===== config.mk =====
export PLATFORM = sky130hd
export DESIGN_NAME = vector_tail_decoder
export DESIGN_NICKNAME = d
export VERILOG_FILES = /design/src/rtl/vector_tail_decoder.sv
export SDC_FILE = /design/constraint.sdc
export NUM_CORES = 1
export LEC_CHECK = 0
export ABC_AREA = 1
export ABC_CLOCK_PERIOD_IN_PS = 6560
export BUFFER_PORTS_ARGS = -buffer_cell sky130_fd_sc_hd__clkbuf_2
export CORE_MARGIN = 2
export CORE_UTILIZATION = 40
export DETAILED_ROUTE_END_ITERATION = 10
export GPL_TIMING_DRIVEN = 0
export PLACE_DENSITY = 0.69
export SYNTH_ARGS = -nofsm -noshare
export SYNTH_HDL_FRONTEND = slang
export SYNTH_SLANG_ARGS = --single-unit

===== constraint.sdc =====
create_clock -name clock -period 6.56 [get_ports clock]
set_input_delay 1.968 -clock clock [delete_from_list [all_inputs] [get_ports clock]]
set_output_delay 1.968 -clock clock [all_outputs]
set_load 0.05 [all_outputs]

===== src/rtl/vector_tail_decoder.sv =====
// vector_tail_decoder
//   Collects thermometer-coded tail masks, one beat per register of a group,
//   and adds up the body elements (the contiguous ones from the LSB) of every
//   beat. When the group ends, the total vector length is returned over a
//   valid/ready handshake.
//
//   A group ends on an accepted beat with in_last=1, or on the accepted beat
//   that brings the beat count to MAX_BEATS. The result appears one cycle
//   after that beat is accepted. No beats are accepted while a result is
//   waiting, so there is at least one idle cycle between groups.
//
//   Optional feature: define VECTOR_TAIL_DECODER_CHECK_EN to build the
//   encoding checker that drives format_error. Without the macro,
//   format_error is tied to 0 and no checker logic is built.
//
// Ports
//   clock               rising-edge clock
//   reset               synchronous, active-high
//   in_valid/in_ready   beat handshake
//   encoded_vector_mask thermometer-coded tail mask for this beat
//   in_last             beat is the last one of its group
//   out_valid/out_ready result handshake
//   vector_length       total body elements in the group
//   beat_count          number of beats consumed by the group
//   format_error        the group broke the encoding rules (checker build only)
//
// State | meaning
// ------+-----------------------------------------------------------
// ACCUM | accepting beats and adding them up (in_ready=1)
// HOLD  | group result presented, waiting for out_ready (out_valid=1)

module vector_tail_decoder #(
  parameter  int VECTOR_MASK_LENGTH = 8,
  parameter  int MAX_BEATS          = 8,
  localparam int COUNT_WIDTH        = $clog2(VECTOR_MASK_LENGTH*MAX_BEATS+1),
  localparam int BEAT_WIDTH         = $clog2(MAX_BEATS+1)
) (
  input  logic                          clock,
  input  logic                          reset,
  input  logic                          in_valid,
  output logic                          in_ready,
  input  logic [VECTOR_MASK_LENGTH-1:0] encoded_vector_mask,
  input  logic                          in_last,
  output logic                          out_valid,
  input  logic                          out_ready,
  output logic [COUNT_WIDTH-1:0]        vector_length,
  output logic [BEAT_WIDTH-1:0]         beat_count,
  output logic                          format_error
);

  localparam int ONES_WIDTH = $clog2(VECTOR_MASK_LENGTH+1);

  typedef enum logic {
    ACCUM = 1'b0,
    HOLD  = 1'b1
  } state_t;

  state_t                  state;
  logic [COUNT_WIDTH-1:0]  acc;
  logic [COUNT_WIDTH-1:0]  acc_next;
  logic [BEAT_WIDTH-1:0]   beats;
  logic [BEAT_WIDTH-1:0]   beats_next;
  logic [ONES_WIDTH-1:0]   beat_ones;
  logic                    accept;
  logic                    max_hit;
  logic                    group_end;

  // The beat's count is the index of its lowest zero, or the full width when
  // every bit is set. Bits above the lowest zero are ignored here.
  function automatic logic [ONES_WIDTH-1:0] trailing_ones(
    input logic [VECTOR_MASK_LENGTH-1:0] mask
  );
    logic [ONES_WIDTH-1:0] n;
    logic                  stop;
    n    = '0;
    stop = 1'b0;
    for (int i = 0; i < VECTOR_MASK_LENGTH; i++) begin
      if (!stop) begin
        if (mask[i]) n = n + ONES_WIDTH'(1);
        else         stop = 1'b1;
      end
    end
    return n;
  endfunction

  assign in_ready  = (state == ACCUM);
  assign out_valid = (state == HOLD);
  assign accept    = in_valid & in_ready;

  always_comb begin
    beat_ones  = trailing_ones(encoded_vector_mask);
    acc_next   = acc + COUNT_WIDTH'(beat_ones);
    beats_next = beats + BEAT_WIDTH'(1);
    max_hit    = (beats_next == BEAT_WIDTH'(MAX_BEATS));
    group_end  = accept & (in_last | max_hit);
  end

  // The accumulators are cleared as soon as the result has been captured
  // into the output registers. Because nothing is accepted in HOLD, that
  // is the same as clearing them when the result is taken.
  always_ff @(posedge clock) begin
    if (reset) begin
      state         <= ACCUM;
      acc           <= '0;
      beats         <= '0;
      vector_length <= '0;
      beat_count    <= '0;
    end else begin
      case (state)
        ACCUM: begin
          if (accept) begin
            if (group_end) begin
              state         <= HOLD;
              vector_length <= acc_next;
              beat_count    <= beats_next;
              acc           <= '0;
              beats         <= '0;
            end else begin
              acc   <= acc_next;
              beats <= beats_next;
            end
          end
        end
        HOLD: begin
          if (out_ready) state <= ACCUM;
        end
        default: state <= ACCUM;
      endcase
    end
  end

`ifdef VECTOR_TAIL_DECODER_CHECK_EN
  logic tail_seen;
  logic err_acc;
  logic err_q;
  logic beat_bad;
  logic err_next;

  // A beat is bad if it has a one above its lowest zero, if it has body
  // elements after an earlier beat already had a tail, or if it closes the
  // group only because MAX_BEATS was reached and in_last was not set.
  always_comb begin
    beat_bad = ((encoded_vector_mask >> beat_ones) != '0)
             | (tail_seen & (beat_ones != '0))
             | (max_hit & ~in_last);
    err_next = err_acc | beat_bad;
  end

  always_ff @(posedge clock) begin
    if (reset) begin
      tail_seen <= 1'b0;
      err_acc   <= 1'b0;
      err_q     <= 1'b0;
    end else if (accept) begin
      if (group_end) begin
        err_q     <= err_next;
        tail_seen <= 1'b0;
        err_acc   <= 1'b0;
      end else begin
        tail_seen <= tail_seen | (beat_ones < ONES_WIDTH'(VECTOR_MASK_LENGTH));
        err_acc   <= err_next;
      end
    end
  end

  assign format_error = err_q;
`else
  assign format_error = 1'b0;
`endif

endmodule


==> out/qor.csv, run 1 <==
stage,metric,value,unit
clocking,cts_tree,built,
routing,wire_per_inst,9.964,um
setup_path,cp.arrival,5.70,ns
grt,grt_pass1_wl,5.119,mm
sta,tns,0,ns
setup_path,crit_path_frequent_cell,nand2_1,
sta,drv_slew,0,
grt,grt_max_degree,13,
logic_synthesis,synth_cell_types,31,
routing,post-route-drc-count,0,
sta,relSlewSlack,65.35,%
pwr,finalPower,0.2742,mW
clocking,clock_sinks,23,
pwr,ir_worst_vdd,150.8,uV
clocking,cts_inserted_buffers,3,
clocking,cts_resized,0,
pwr,power.density,169.0,nW/um2
routing,wl,2.760,mm
grt,antenna_found_initial,0,
clocking,cts_max_level,1,
setup_path,end_kind,flop,
routing,drtAntennaViolNets,0,
setup_path,crit_slowest_cell,fa_1,
finish,final_nets,255,
die,chipHeight,63.45,um
logic_synthesis,synth_area,1414,um2
finish,drive_gt1_share,19.91,%
die,die_x,63.45,um
die,die-area,4026,um2
routing,wl_met2,1.246,mm
finish,final_cell_mix,"nand2_1, nor2_1, clkbuf_2",
routing,drt_first_pass_iters,4,
die,io_pins,27,
pwr,power.leakage,0.8424,nW
sta,grt_setup_unrepaired,no,
clocking,root_buffer,clkbuf_4,
sta,period_share,83.23,%
routing,dr.max_layer_used,met4,
worst_hold_path,hold_class,flop to flop,
flow_run,maxCapViolCount,0,
sta,worstMarginPinSlew,0.5198,ns
clocking,clock_latency,0.31,ns
setup_path,worstSetupStartpointType,primary input,
grt,gr-usage-all-layers,15.57,%
placement,dp_hpwl,2.165,mm
finish,final_common_cell,nand2_1,
placement,routabilityCongestion,0.8114,
grt,grt_pass1_vias,1211,
setup_path,crit_type,primary input to flop,
grt,gr-total-overflow,0,
routing,vias,1287,
clocking,hold_buffers,0,
logic_synthesis,yosysSeqAreaShare,32.57,%
routing,drt_iter0_markers,48,
finish,fillers,383,
die,start_util,42.04,%
sta,fin_crit,5.460,ns
run_status,status,"finished, final reports clean",
sta,max_freq,0.1832,GHz
setup_path,cp.required,6.80,ns
die,core,3363,um2
logic_synthesis,ys_ff_latch,23,
die,rows,21,
logic_synthesis,yosys_warnings,0,
placement,port_buffers,25,
logic_synthesis,synth_nets,225,
routing,routed-wl-met3,113,um
logic_synthesis,syn_inst,202,
clocking,cts_buffer_depth,2,
setup_path,cp_max_fo,4,
routing,wl_met1,1.382,mm
finish,area_growth,14.78,%
routing,via_per_inst,4.646,
clocking,postCtsSetupBuffers,0,
clocking,clk_pin_slew,0.11,ns
logic_synthesis,syn_avg_cell_area,6.999,um2
sta,skew,0.01064,ns
setup_path,cpPeakStageDelay,0.44,ns
sta,finalSetupViolCount,0,
sta,hold_violations,0,
finish,diodes,0,
area by class of cell:
type	instances	area, um2	area share [%]
Buffer	7	46.29	2.853
Multi-Input combinational cell	146	809.5	49.88
Inverter	26	97.59	6.014
Clock buffer	4	26.28	1.619
Sequential cell	23	460.4	28.37
Tap cell	46	57.56	3.547
Timing Repair Buffer	25	125.1	7.710
path summary, 6_finish.rpt:
kind,from,end,slack [ns],depth (start not counted)
worst max-delay path,encoded_vector_mask[0],acc[6]$_SDFFE_PP0P_,1.10,28
worst max register to register,acc[0]$_SDFFE_PP0P_,acc[6]$_SDFFE_PP0P_,4.85,9
worst min register to register,beat_count[3]$_SDFFE_PP0P_,beat_count[3]$_SDFFE_PP0P_,0.48,2
worst min-delay path,beat_count[3]$_SDFFE_PP0P_,beat_count[3]$_SDFFE_PP0P_,0.48,2
power breakdown:
part	switching [mW]	internal [mW]
Combinational	0.0436	0.0175
Sequential	0.00294	0.145
Clock	0.0413	0.0238
Total	0.0878	0.186
logic make-up (layout without fill, tap and decap cells):
logic type	count (synthesis)	after routing	synth area share, %
XOR/XNOR	8	8	5.487
flip-flops	23	23	32.57
other	1	1	0.2652
multiplexers	1	1	0.7964
AO/OA/AOI/OAI	28	28	10.88
adder cells (fa/ha/maj)	10	10	9.381
buffers and inverters	33	62	10.18
AND/OR/NAND/NOR	98	98	30.44
flip-flops by register name, indices dropped and copies added, names as in the netlist:
name / flops
out_valid: 1
beat_count: 4
vector_length: 7
acc: 7
beats: 4
through the flow:
stage | cell area (um2) | hold WS [ns] | utilization, % | std cells | worst slack (ns)
finish | 1623 | 0.4764 | 48.25 | 277 | 1.100
detailed placement | 1597 | 0.4602 | 47.47 | 273 | 0.7875
global placement | 1597 | 0.4577 | 47.47 | 273 | 0.8034
CTS | 1623 | 0.4789 | 48.25 | 277 | 1.102
global route | 1623 | 0.5076 | 48.25 | 277 | 0.6606
floorplan | 1414 | 0.4453 | - | 202 | 1.211
synth_stat cells, drive strengths merged:
master / instances / area (um2)
a21oi: 12 / 63.81
a22oi: 2 / 15.01
a31oi: 1 / 6.260
buf: 4 / 35.03
clkbuf: 3 / 11.26
conb: 1 / 3.750
dfxtp: 23 / 460.4
fa: 1 / 20.02
ha: 9 / 112.6
inv: 26 / 97.60
mux2: 1 / 11.26
nand2: 45 / 173.9
nand3: 13 / 70.07
nand4: 4 / 31.28
nor2: 34 / 140.1
nor3: 2 / 15.01
o21ai: 13 / 68.81
xnor2: 1 / 16.27
xor2: 7 / 61.31
routing by layer:
| metal | GRT usage (%) | up-vias |
|---|---|---|
| met4 | 3.261 | 0 |
| met3 | 3.929 | 2 |
| li1 | - | 698 |
| met2 | 25.00 | 27 |
| met5 | 0 | - |
| met1 | 21.08 | 560 |
critical path, delay by kind of cell:
family,cells,cell delay [ns]
AOI/OAI and AO/OA,2,0.30
xor gates and xnor gates,1,0.18
adders and majority gates,5,1.53
buffers and inverters,4,0.28
muxes,1,0.29
and+or+nand+nor,15,1.16
Power figures use the tool's default switching activity.
==> run 2: changes to the inputs <==
--- a/config.mk
+++ b/config.mk
@@ -5,8 +5,8 @@
 export SDC_FILE = /design/constraint.sdc
 export NUM_CORES = 1
 export LEC_CHECK = 0
-export ABC_AREA = 1
-export ABC_CLOCK_PERIOD_IN_PS = 6560
+export ABC_AREA = 0
+export ABC_CLOCK_PERIOD_IN_PS = 5100
 export BUFFER_PORTS_ARGS = -buffer_cell sky130_fd_sc_hd__clkbuf_2
 export CORE_MARGIN = 2
 export CORE_UTILIZATION = 40
==> constraint.sdc (replaced) <==
create_clock -name clock -period 5.1 [get_ports clock]
set_input_delay 1.53 -clock clock [delete_from_list [all_inputs] [get_ports clock]]
set_output_delay 1.53 -clock clock [all_outputs]
set_load 0.05 [all_outputs]
==> out/qor.csv, run 2 <==
stage,metric,value,unit,change
routing,post-route-drc-count,0,,unchanged
die,io_pins,27,,unchanged
setup_path,cpPeakStageDelay,0.37,ns,was 0.44 ns
sta,finalSetupViolCount,0,,unchanged
die,die-area,4200,um2,was 4026 um2
logic_synthesis,syn_inst,175,,was 202
logic_synthesis,synth_nets,198,,was 225
routing,drt_iter0_markers,95,,was 48
pwr,power.density,207.7,nW/um2,was 169.0 nW/um2
finish,largest_registers,"acc (7), vector_length (7)",,unchanged
flow_run,maxCapViolCount,0,,unchanged
run_status,status,"finished, final reports clean",,unchanged
placement,dp.cells,246,,was 273
die,die_x,64.81,um,was 63.45 um
finish,final_common_cell,dfxtp_1,,was nand2_1
grt,gr-usage-all-layers,16.77,%,was 15.57%
worst_hold_path,hold_class,flop to flop,,unchanged
clocking,root_buffer,clkbuf_8,,was clkbuf_4
logic_synthesis,syn_avg_cell_area,8.451,um2,was 6.999 um2
pwr,ir_worst_vdd,124.6,uV,was 150.8 uV
logic_synthesis,synth_most_common_cell,dfxtp_1,,was nand2_1
routing,drtAntennaViolNets,0,,unchanged
setup_path,cp_max_fo,4,,unchanged
logic_synthesis,ys.flop_type,dfxtp_1,,unchanged
setup_path,cp.arrival,5.27,ns,was 5.70 ns
die,start_util,41.01,%,was 42.04%
grt,gr-total-overflow,0,,unchanged
die,chipHeight,64.81,um,was 63.45 um
finish,final_cell_mix,"dfxtp_1, clkbuf_2, nand3_1, a21oi_1, nor2_1",,"was nand2_1, nor2_1, clkbuf_2"
placement,routabilityCongestion,0.7937,,was 0.8114
finish,area_growth,27.50,%,was 14.78%
logic_synthesis,synth_commonest_cells,"dfxtp_1, a21oi_1, nand2_1, nand3_1, nor2_1",,"was nand2_1, nor2_1, inv_1"
sta,max_freq,0.1968,GHz,
logic_synthesis,synth_edf_count,0,,unchanged
sta,worstMarginPinSlew,0.6718,ns,was 0.5198 ns
finish,layoutNonFillerInstCount,256,,was 277
setup_path,cp_cell_sequence,"buf_8, a21boi_2, ha_1, nand2_2, a31oi_4, ha_4, nand2_2, nand2_2, ha_4, mux2_4, mux2_4, ha_4, nand3_2, xnor3_1, o211ai_1, o31ai_2, ha_1, buf_6, nand3_1, o211ai_1, xnor2_1, a211oi_1",,
logic_synthesis,yosysSeqAreaShare,31.13,%,was 32.57%
routing,wire_per_inst,13.54,um,was 9.964 um
pwr,power.leakage,0.7825,nW,was 0.8424 nW
clocking,cts_inserted_buffers,3,,unchanged
clocking,clock_sinks,23,,unchanged
routing,wl,3.466,mm,was 2.760 mm
pwr,finalPower,0.3917,mW,was 0.2742 mW
sta,fin_crit,5.082,ns,
placement,placed_area,1714,um2,was 1597 um2
clocking,cts_buffer_depth,2,,unchanged
setup_path,crit_slowest_cell,ha_1,,was fa_1
logic_synthesis,yosys_warnings,0,,unchanged
finish,fillers,353,,was 383
routing,wl_met2,1.717,mm,was 1.246 mm
logic_synthesis,synth_top_area_share,31.13,%,was 32.57%
grt,antenna_found_initial,0,,unchanged
die,core,3606,um2,was 3363 um2
logic_synthesis,yosysTopAreaCell,dfxtp_1,,unchanged
logic_synthesis,synthTopCellsByArea,"dfxtp_1, ha_1, a21oi_1",,"was dfxtp_1, nand2_1, nor2_1"
setup_path,crit_type,primary input to flop,,unchanged
clocking,clk_pin_slew,0.09,ns,was 0.11 ns
routing,routed-wl-met3,73,um,was 113 um
sta,period_share,99.65,%,
grt,grt_pass1_vias,1256,,was 1211
logic_synthesis,synth-async-reset-ratio,0,%,unchanged
sta,drv_slew,0,,unchanged
sta,hold_violations,0,,unchanged
finish,final_util,52.29,%,was 48.25%
logic_synthesis,ys_ff_latch,23,,unchanged
routing,drt_first_pass_iters,4,,unchanged
placement,port_buffers,23,,was 25
placement,dp_hpwl,2.407,mm,was 2.165 mm
finish,final_nets,232,,was 255
sta,skew,0.004429,ns,was 0.01064 ns
routing,vias,1405,,was 1287
finish,drive_gt1_share,31.25,%,was 19.91%
sta,relSlewSlack,55.04,%,was 65.35%
setup_path,worstSetupStartpointType,primary input,,unchanged
routing,wl_met1,1.630,mm,was 1.382 mm
finish,final_cell_area,1886,um2,was 1623 um2
grt,grt_pass1_wl,5.582,mm,was 5.119 mm
setup_path,path_buf_inv,2,,was 4
clocking,cts_max_level,1,,unchanged
setup_path,end_kind,flop,,unchanged
logic_synthesis,synth_cell_types,47,,was 31
sta,tns,0,ns,unchanged
setup_path,cp_top_family,adder cells,,unchanged
logic_synthesis,synth_area,1479,um2,was 1414 um2
finish,diodes,0,,unchanged
clocking,cts_tree,built,,unchanged
routing,dr.max_layer_used,met4,,unchanged
routing,via_per_inst,5.488,,was 4.646
grt,grt_max_degree,14,,was 13
setup_path,cp.required,5.28,ns,was 6.80 ns
clocking,clock_latency,0.27,ns,was 0.31 ns
sta,grt_setup_unrepaired,yes,,was no
die,rows,22,,was 21
-- run 2: metal layers --
metal | GRT usage (%) | vias to the layer above
li1 | - | 713
met1 | 21.34 | 665
met2 | 29.51 | 23
met3 | 1.563 | 4
met4 | 5.585 | 0
met5 | 0 | -
-- run 2: cells by family (layout without fill, tap and decap cells) --
kind of cell,count (synthesis),count (layout),share of synthesized area (%)
buf+inv,15,48,4.906
other cells,1,1,0.2536
flops,23,23,31.13
mux,3,3,2.792
compound gates,52,52,24.11
fa+ha+maj,10,10,8.968
xor+xnor,8,8,5.668
simple gates,63,63,22.17
-- run 2: worst paths after layout --
check	startpoint	endpoint	slack, ns	depth (start not counted)
worst max-delay path	encoded_vector_mask[0]	vector_length[5]$_SDFFE_PP0P_	0.02	22
worst min-delay path	beat_count[0]$_SDFFE_PP0P_	beat_count[0]$_SDFFE_PP0P_	0.47	2
worst max register to register	acc[0]$_SDFFE_PP0P_	acc[4]$_SDFFE_PP0P_	3.27	6
worst min register to register	beat_count[0]$_SDFFE_PP0P_	beat_count[0]$_SDFFE_PP0P_	0.47	2
-- run 2: layout make-up --
type / count / area, um2 / share of cell area [%]
Clock buffer: 3 / 41.29 / 2.190
Multi-Input combinational cell: 137 / 1064 / 56.40
Inverter: 5 / 18.77 / 0.9954
Buffer: 10 / 53.80 / 2.853
Clock inverter: 1 / 5.005 / 0.2654
Timing Repair Buffer: 29 / 182.7 / 9.688
Sequential cell: 23 / 460.4 / 24.42
Tap cell: 48 / 60.06 / 3.185
-- run 2: timing repair --
item / 4_1_cts / 5_1_grt
hold buffers: 0 / 0
gates resized for setup: 3 / 14
buffers inserted: 3 / 3
endpoints found under the hold margin: 0 / 0
setup endpoints to repair: 3 / 10
pin swaps: 7 / 24
-- run 2: worst register-to-register path, cell delays in order, from the launching register on --
cell and delay [ns]:
dfxtp_1 0.32, ha_1 0.22, fa_1 0.46, a21o_1 0.23, a21oi_2 0.17, o21ai_0 0.12, a211oi_2 0.22
-- run 2: report_power, final --
part | leakage (nW) | total (mW) | internal, mW | switching (mW)
clock network | 0.0255 | 0.117 | 0.0546 | 0.0625
logic | 0.570 | 0.0863 | 0.0328 | 0.0535
registers | 0.187 | 0.188 | 0.185 | 0.00365
-- run 2: per-stage QoR --
step | worst slack [ns] | hold WS [ns]
finish | 0.01794 | 0.4696
global route | -0.1456 | 0.4885
CTS | 0.008345 | 0.4717
detailed placement | -0.3783 | 0.4589
global placement | -0.3223 | 0.4585
floorplan | 0.006518 | 0.4505
